[config.mk]
export PLATFORM = sky130hd
export DESIGN_NAME = rand_arbiter
export DESIGN_NICKNAME = d
export VERILOG_FILES = /design/src/rtl/rand_pkg.sv /design/src/rtl/lfsr_core.sv /design/src/rtl/rand_arbiter.sv
export SDC_FILE = /design/constraint.sdc
export NUM_CORES = 1
export LEC_CHECK = 0
export ABC_AREA = 1
export ABC_CLOCK_PERIOD_IN_PS = 2790
export BUFFER_PORTS_ARGS = -buffer_cell sky130_fd_sc_hd__buf_2
export CAP_MARGIN = 20
export CORE_MARGIN = 2
export CORE_UTILIZATION = 57
export CTS_CLUSTER_DIAMETER = 50
export CTS_CLUSTER_SIZE = 24
export DETAILED_ROUTE_END_ITERATION = 10
export GPL_TIMING_DRIVEN = 0
export PLACE_DENSITY = 0.85
export SLEW_MARGIN = 10
export SYNTH_ARGS = -nofsm -noshare
export SYNTH_HDL_FRONTEND = slang
export SYNTH_SLANG_ARGS = --single-unit
[constraint.sdc]
create_clock -name clock -period 2.79 [get_ports clock]
set_input_delay 0.279 -clock clock [delete_from_list [all_inputs] [get_ports clock]]
set_output_delay 0.279 -clock clock [all_outputs]
set_load 0.01 [all_outputs]
[src/rtl/rand_pkg.sv]
// rtl/rand_pkg.sv - shared types, LFSR taps and limit-mask helper for rand_arbiter
package rand_pkg;

    typedef enum logic [1:0] {
        ST_IDLE,
        ST_ROLL,
        ST_DONE
    } state_t;

    localparam logic [7:0] DEFAULT_SEED = 8'h0F;

    localparam int TAP_A = 7;
    localparam int TAP_B = 3;
    localparam int TAP_C = 2;
    localparam int TAP_D = 0;

    // Smallest 2^k-1 covering lim: smear the top set bit downward.
    function automatic logic [7:0] mask_of(input logic [7:0] lim);
        logic [7:0] m;
        m = lim;
        m = m | (m >> 1);
        m = m | (m >> 2);
        m = m | (m >> 4);
        return m;
    endfunction

endpackage

[src/rtl/lfsr_core.sv]
// rtl/lfsr_core.sv - 8-bit Fibonacci LFSR, advances only when step is high
module lfsr_core
    import rand_pkg::*;
#(
    parameter logic [7:0] SEED = DEFAULT_SEED
) (
    input  logic       clock,
    input  logic       reset,
    input  logic       step,
    output logic [7:0] state
);

    logic feedback;

    assign feedback = state[TAP_A] ^ state[TAP_B] ^ state[TAP_C] ^ state[TAP_D];

    always_ff @(posedge clock) begin
        if (reset) begin
            state <= SEED;
        end else if (step) begin
            state <= {state[6:0], feedback};
        end
    end

endmodule

[src/rtl/rand_arbiter.sv]
// rtl/rand_arbiter.sv - round-robin access to one LFSR with bounded rejection sampling
// RAND_FREERUN_EN: LFSR steps every cycle instead of only while rolling.
module rand_arbiter
    import rand_pkg::*;
#(
    parameter int         NUM_REQ   = 4,
    parameter int         WIDTH     = 8,
    parameter logic [7:0] SEED      = DEFAULT_SEED,
    parameter int         MAX_TRIES = 4
) (
    input  logic                     clock,
    input  logic                     reset,
    input  logic [NUM_REQ-1:0]       req,
    input  logic [NUM_REQ*WIDTH-1:0] limit,
    output logic [NUM_REQ-1:0]       gnt,
    output logic                     rvalid,
    output logic [2:0]               rid,
    output logic [WIDTH-1:0]         rdata
);

    localparam logic [3:0]         TRY_CAP = 4'(MAX_TRIES);
    localparam logic [2:0]         LAST_ID = 3'(NUM_REQ - 1);
    localparam logic [NUM_REQ-1:0] ONE_HOT = 1;

    state_t           state;
    logic [2:0]       ptr;
    logic [2:0]       sel;
    logic [3:0]       try_cnt;
    logic [WIDTH-1:0] lim_q;
    logic [WIDTH-1:0] lfsr;
    logic [WIDTH-1:0] cand;
    logic             lfsr_step;
    logic [2:0]       pick;
    logic             found;

`ifdef RAND_FREERUN_EN
    assign lfsr_step = 1'b1;
`else
    assign lfsr_step = (state == ST_ROLL);
`endif

    lfsr_core #(.SEED(SEED)) u_lfsr (
        .clock (clock),
        .reset (reset),
        .step  (lfsr_step),
        .state (lfsr)
    );

    assign cand = lfsr & mask_of(lim_q);

    // First requester at or after the round-robin pointer, wrapping.
    always_comb begin
        int idx;
        idx   = 0;
        pick  = '0;
        found = 1'b0;
        for (int i = 0; i < NUM_REQ; i++) begin
            idx = int'(ptr) + i;
            if (idx >= NUM_REQ) idx = idx - NUM_REQ;
            if (!found && req[idx]) begin
                found = 1'b1;
                pick  = 3'(idx);
            end
        end
    end

    always_ff @(posedge clock) begin
        if (reset) begin
            state   <= ST_IDLE;
            gnt     <= '0;
            rvalid  <= 1'b0;
            rid     <= '0;
            rdata   <= '0;
            ptr     <= '0;
            sel     <= '0;
            try_cnt <= '0;
            lim_q   <= '0;
        end else begin
            case (state)
                ST_IDLE: begin
                    if (found) begin
                        sel     <= pick;
                        lim_q   <= limit[int'(pick)*WIDTH +: WIDTH];
                        gnt     <= ONE_HOT << pick;
                        try_cnt <= 4'd1;
                        state   <= ST_ROLL;
                    end
                end
                ST_ROLL: begin
                    if (cand <= lim_q) begin
                        rdata  <= cand;
                        rid    <= sel;
                        rvalid <= 1'b1;
                        state  <= ST_DONE;
                    end else if (try_cnt == TRY_CAP) begin
                        // cand <= 2*lim+1 here, so the shifted value stays in range.
                        rdata  <= cand - (lim_q + 1'b1);
                        rid    <= sel;
                        rvalid <= 1'b1;
                        state  <= ST_DONE;
                    end else begin
                        try_cnt <= try_cnt + 4'd1;
                    end
                end
                ST_DONE: begin
                    rvalid <= 1'b0;
                    gnt    <= '0;
                    ptr    <= (sel == LAST_ID) ? 3'd0 : sel + 3'd1;
                    state  <= ST_IDLE;
                end
                default: state <= ST_IDLE;
            endcase
        end
    end

endmodule

# Word-level counts from Yosys, hierarchy flattened
# Index checks and enable logic that the tools add are counted.
dict set report word_totals {
  ff_bits 44
  latch_bits 0
  ram_bits 0
  romBits 0
  in_bits 38
  out_inout_bits 16
  mem_count 0
}
dict set report op_classes {
  add_sub_neg 11
  multipliers 0
  n_div 0
  magnitude_cmp 9
  eq_ne 8
  shifts 2
  muxes 42
  n_bitwise 7
  n_reduce_logical 17
}
# cell count
set op_table {}
lappend op_table {{$lt A32 B4 Y1 const B} 4}
lappend op_table {{$mux W32} 4}
lappend op_table {{$shiftx A32 B7 Y8} 1}
lappend op_table {{$mux W3} 7}
lappend op_table {{$mux W4} 4}
lappend op_table {{$mux W8} 2}
lappend op_table {{$pmux W4 S2} 2}
lappend op_table {{$sub A4 B3 Y5 const B} 3}
lappend op_table {{$mux W1} 14}
lappend op_table {{$ge A4 B3 Y1 const B} 3}
lappend op_table {{$reduce_and A2 Y1} 5}
lappend op_table {{$add A3 B2 Y4 const B} 2}
lappend op_table {{$add A8 B1 Y8 const B} 1}
lappend op_table {{$and A8 B8 Y8} 1}
lappend op_table {{$bmux W1 S2} 4}
lappend op_table {{$le A8 B8 Y1} 1}
lappend op_table {{$or A8 B4 Y8} 1}
lappend op_table {{$or A8 B6 Y8} 1}
lappend op_table {{$or A8 B7 Y8} 1}
lappend op_table {{$reduce_bool A2 Y1} 4}
lappend op_table {{$sub A8 B8 Y8} 1}
lappend op_table {{$mux W2} 3}
lappend op_table {{$ne A2 B2 Y1 const B} 3}
lappend op_table {{$add A3 B1 Y4 const B} 1}
lappend op_table {{17 further kinds} 23}

# Logic depth before layout (Yosys ltp)
dict set report logic_depth {
  depth_word 18
  mapped_depth 19
  mapped_depth_nobuf 19
}

# Modules after synthesis
# Synthesis repeated with hierarchy kept, for this count alone.
dict set report hier_totals {
  cells_unflattened 474
  hier_area_um2 3138.0
}
# mod n_inst cells_per_inst area_per_inst_um2 seq_area_each_um2
set by_module_without_submodules {}
lappend by_module_without_submodules {rand_arbiter 1 434 2819.0 720.7}
lappend by_module_without_submodules {lfsr_core 1 40 319.1 160.2}

# Worst setup path before layout
# OpenSTA, ideal clock, no wires.
dict set report synth_path {
  kind {flip-flop to flip-flop}
  startpoint {reg lim_q[7]}
  endpoint {reg rdata[2]}
  setup_time_ns 0.134
  arrival_time_ns 2.328
  slack_ns 0.328
  path_stages_with_launch 16
  path_buffers 1
  path_cell_list {dfxtp_1 > nor4_1 > nand3_1 > nor2_1 > nor2_1 > ha_1 > a21oi_1 > o21ai_0 > nand2_1 > o211ai_1 > nand2_1 > inv_1 > buf_2 > nand2_1 > o211ai_1 > a21oi_1}
}
dict set report synth_between {
  elab_chain_cells 7
  word_cells_on_any_way 10
  cone_classes {add/sub: 1; order compare: 1; mux: 2; bitwise: 4; reduce/logical: 2}
}
# element line
set synth_rtl {}
lappend synth_rtl {{from (decl)} rand_arbiter.sv:29} ;# logic [WIDTH-1:0] lim_q;
lappend synth_rtl {{from (signal assigned)} rand_arbiter.sv:83} ;# lim_q <= limit[int'(pick)*WIDTH +: WIDTH];
lappend synth_rtl {{$or A8 B7 Y8} rand_pkg.sv:21} ;# m = m | (m >> 1);
lappend synth_rtl {{$or A8 B6 Y8} rand_pkg.sv:22} ;# m = m | (m >> 2);
lappend synth_rtl {{$or A8 B4 Y8} rand_pkg.sv:23} ;# m = m | (m >> 4);
lappend synth_rtl {{$and A8 B8 Y8} rand_arbiter.sv:49} ;# assign cand = lfsr & mask_of(lim_q);
lappend synth_rtl {{$sub A8 B8 Y8 or $le A8 B8 Y1 (tied branches)} {rand_arbiter.sv:97, rand_arbiter.sv:90}}
lappend synth_rtl {{$mux W8 or $reduce_bool A2 Y1 (tied branches)} --}
lappend synth_rtl {{$mux W8 or $reduce_and A2 Y1 (tied branches)} --}
lappend synth_rtl {{to (signal assigned)} rand_arbiter.sv:91} ;# rdata <= cand;
lappend synth_rtl {{to (signal assigned)} rand_arbiter.sv:97} ;# rdata <= cand - (lim_q + 1'b1);
lappend synth_rtl {{to (decl)} rand_arbiter.sv:18} ;# output logic [WIDTH-1:0] rdata
# Several ways; a longest one is shown, not always the timed one. The select of a mux whose other input is x is not followed.
# A chain may end at the register's enable or synchronous reset.

# Worst setup path after layout
dict set report layout_path {
  startpoint {reg lim_q[7]}
  endpoint {reg rdata[6]}
}
# Same word-level chain as after synthesis.

==> impl_metrics.py <==
metrics = {
    "placed_design": {
        "io_buffers": 52,
        "dpl.hpwl_um": 5839,
        "pre_cts_slack_ps": -170.7,
        "gp_congestion": 0.8910,
    },
    "sta": {
        "setup-tns-final_ps": 0,
        "setup_violations": 0,
        "worst_slack_ps": 102.9,
        "worst_pin_slew_ps": 551.6,
        "clock-skew-final_ps": 4.516,
        "slew_violations": 0,
        "relSlewSlack_pct": 63.22,
        "min_period_ps": 2687,
        "fin_crit_sh_pct": 96.31,
        "fin_hold_ws_ps": 294.6,
        "fmax_mhz": 372.2,
        "finalHoldViolCount": 0,
    },
    "global_routing": {
        "grt_max_degree": 14,
        "grt.overflow.total": 0,
        "antenna_found_initial": 0,
        "grt_usage_pct": 25.95,
        "grt_pass1_vias": 3014,
        "grt_pass1_wl_um": 12820,
    },
    "clock_tree": {
        "numCtsBuffers": 5,
        "insertion_delay_ps": 310,
        "htreeDepth": 2,
        "cts_tree": "built",
        "root_buffer": "clkbuf_8",
        "cts_sinks": 44,
        "hold_buffers": 0,
        "clkTransAtPathRegs_ps": 80,
        "clk_path_buf_depth": 2,
    },
    "finish": {
        "n_fill_cell": 450,
        "area_delta_synth_final_pct": 17.93,
        "final_cell_mix": "150 x nand2_1, 55 x buf_2, 43 x a21oi_1",
        "final_common_cell": "nand2_1",
        "n_antenna_cell": 0,
        "drive_gt1_share_pct": 23.03,
        "nets": 594,
    },
    "worst_setup_path": {
        "worstPathArrival_ps": 2930,
        "cp-start-kind": "flip-flop",
        "worstPathCellList": "nor4_4 > nand3_1 > nor2_2 > a21oi_1 > ha_1 > fa_1 > nand2_1 > nand2_1 > nand3_1 > nand2_1 > xnor2_1 > o21ai_0 > nor2_1 > nor2_1",
        "cp_num_buf_inv": 0,
        "required_ps": 3040,
        "end_kind": "flip-flop",
        "slowest_stage": "fa_1",
        "worstSetupPathType": "reg -> reg",
        "cpPeakStageDelay_ps": 420,
        "crit_family": "simple AND/OR/NAND/NOR gates",
        "path_max_fanout": 5,
        "worst_path_most_repeated_cell": "nand2_1",
    },
    "synthesis": {
        "ys_seq_elements": 44,
        "yosys_warnings": 0,
        "synth_nets": 532,
        "synthFlopType": "dfxtp_1",
        "synth_area_per_cell_um2": 6.593,
        "seq_area_frac_synth_pct": 28.31,
        "syn_area_um2": 3112,
        "async_flop_share_pct": 0,
        "syn-instance-count": 472,
        "synth-edff-count": 0,
        "synth.distinct_cells": 33,
    },
    "pwr": {
        "totalPowerFinal_mw": 5.488,
        "p_sw_share_pct": 51.09,
        "power.switching_mw": 2.804,
        "p_seq_share_pct": 19.1,
        "leakagePower_nw": 1.836,
        "powerDensity_nw_per_um2": 1495,
        "peakVddDrop_v": 0.0007236,
        "clkPwrFrac_pct": 10.6,
        "power.internal_mw": 2.684,
        "p_comb_share_pct": 70.4,
    },
    "floorplan": {
        "die_h_um": 77.89,
        "ios": 54,
        "start_util_pct": 60.16,
        "die_w_um": 77.89,
        "fp-row-count": 26,
        "die_area_um2": 6066,
        "core_area_um2": 5172,
    },
    "drt": {
        "drt-initial-drc-count": 185,
        "drtPass1Iterations": 4,
        "viasPerCell": 5.336,
        "vias": 3223,
        "wirelength_um": 7848,
        "ant_nets": 0,
        "post-route-drc-count": 0,
        "drt-wirelength-per-cell_um": 12.99,
    },
    "min_path": {
        "hp-class": "in -> reg",
    },
    "run": {
        "cap_viol_max_count": 0,
    },
    "run_status": {
        "status": "complete, no violations",
    },
}
area by class of cell:
cell class                      instances  area, um^2  area share (%)
Sequential cell                        44       885.9           24.14
Timing Repair Buffer                   55       282.8           7.705
Buffer                                 16       105.1           2.864
Tap cell                               70       87.58           2.387
Multi-Input combinational cell        363        1993           54.31
Inverter                               49       186.4           5.080
Clock inverter                          2       60.06           1.637
Clock buffer                            5       68.82           1.875
registers in the layout (all words and copies together) (netlist names):
name          cells
sel               3
rdata             8
try_cnt           4
gnt               4
ptr               3
state             2
rvalid            1
lim_q             8
rid               3
u_lfsr.state      8
stage by stage:
stage | cell area (um^2) | utilization (%) | std cells
5_1_grt | 3670 | 70.95 | 604
6_report | 3670 | 70.95 | 604
4_1_cts | 3608 | 69.76 | 602
2_1_floorplan | 3112 | - | 472
3_5_place_dp | 3460 | 66.88 | 594
3_3_place_gp | 3460 | 66.88 | 594
layer usage:
layer | GRT usage, % | wire (um) | vias up
met4 | 8.929 | 205 | 0
met5 | 0 | 0 | -
li1 | - | - | 1646
met3 | 3.721 | 419 | 25
met2 | 46.64 | 3903 | 89
met1 | 31.38 | 3320 | 1463
repair_timing:
action / 4_1_cts / 5_1_grt
pin swaps: 1 / 6
endpoints found under the setup margin: 15 / 20
resized for setup: 4 / 17
buffers inserted: 1 / 2
endpoints found under the hold margin: 0 / 0
synth_stat cells, types with 2 or more instances:
cell type,count,area share [%]
ha_1,21,8.4
o211ai_1,7,1.7
nand2_4,3,1.1
nand2_1,152,18
buf_4,2,0.48
inv_2,7,0.84
nor2_4,2,0.72
a21oi_1,44,7.1
nand4_1,4,0.80
o21ai_0,27,4.3
xnor2_1,5,1.4
xor2_1,4,1.1
nand2_2,9,1.8
or2_2,3,0.60
buf_2,4,0.64
inv_1,42,5.1
o21ai_2,3,0.84
nor2_2,2,0.40
dfxtp_1,44,28
a21oi_2,7,2.0
nand3_1,29,4.7
buf_6,3,1.1
nor2_1,29,3.5
nand3_2,4,1.3
clkbuf_1,7,0.84
power by group through the flow:
stage	Clock (mW)	Combinational [mW]	Sequential (mW)
2_1_floorplan	0	2.78	1.06
3_3_place_gp	0	3.47	1.03
3_5_place_dp	0	3.57	1.04
4_1_cts	0.574	3.65	1.04
5_1_grt	0.596	4.33	1.08
6_report	0.579	3.86	1.05
kinds of logic (layout without fill, tap and decap cells):
family	after synthesis	after routing	synth area share, %
AOI/OAI and AO/OA	92	92	16.77
xor gates and xnor gates	9	9	2.533
adders and majority gates	22	22	9.087
buffers and inverters	65	127	8.967
DFF	44	44	28.31
and+or+nand+nor	240	240	34.34
worst register-to-register path, cell delays in order (launching register included):
cell,delay [ps]
dfxtp_4,370
nor4_4,310
nand3_1,160
nor2_2,170
a21oi_1,110
ha_1,230
fa_1,420
nand2_1,100
nand2_1,80
nand3_1,80
nand2_1,60
xnor2_1,120
o21ai_0,240
nor2_1,70
nor2_1,100
final timing paths:
path,from,end,slack (ps),cells after the start
min reg2reg,rdata[3],rdata[3],460,2
max reg2reg,lim_q[7],rdata[6],100,14
min,reset,state[0],290,2
max,lim_q[7],rdata[6],100,14
No activity file was read; power rests on OpenSTA's default activity.
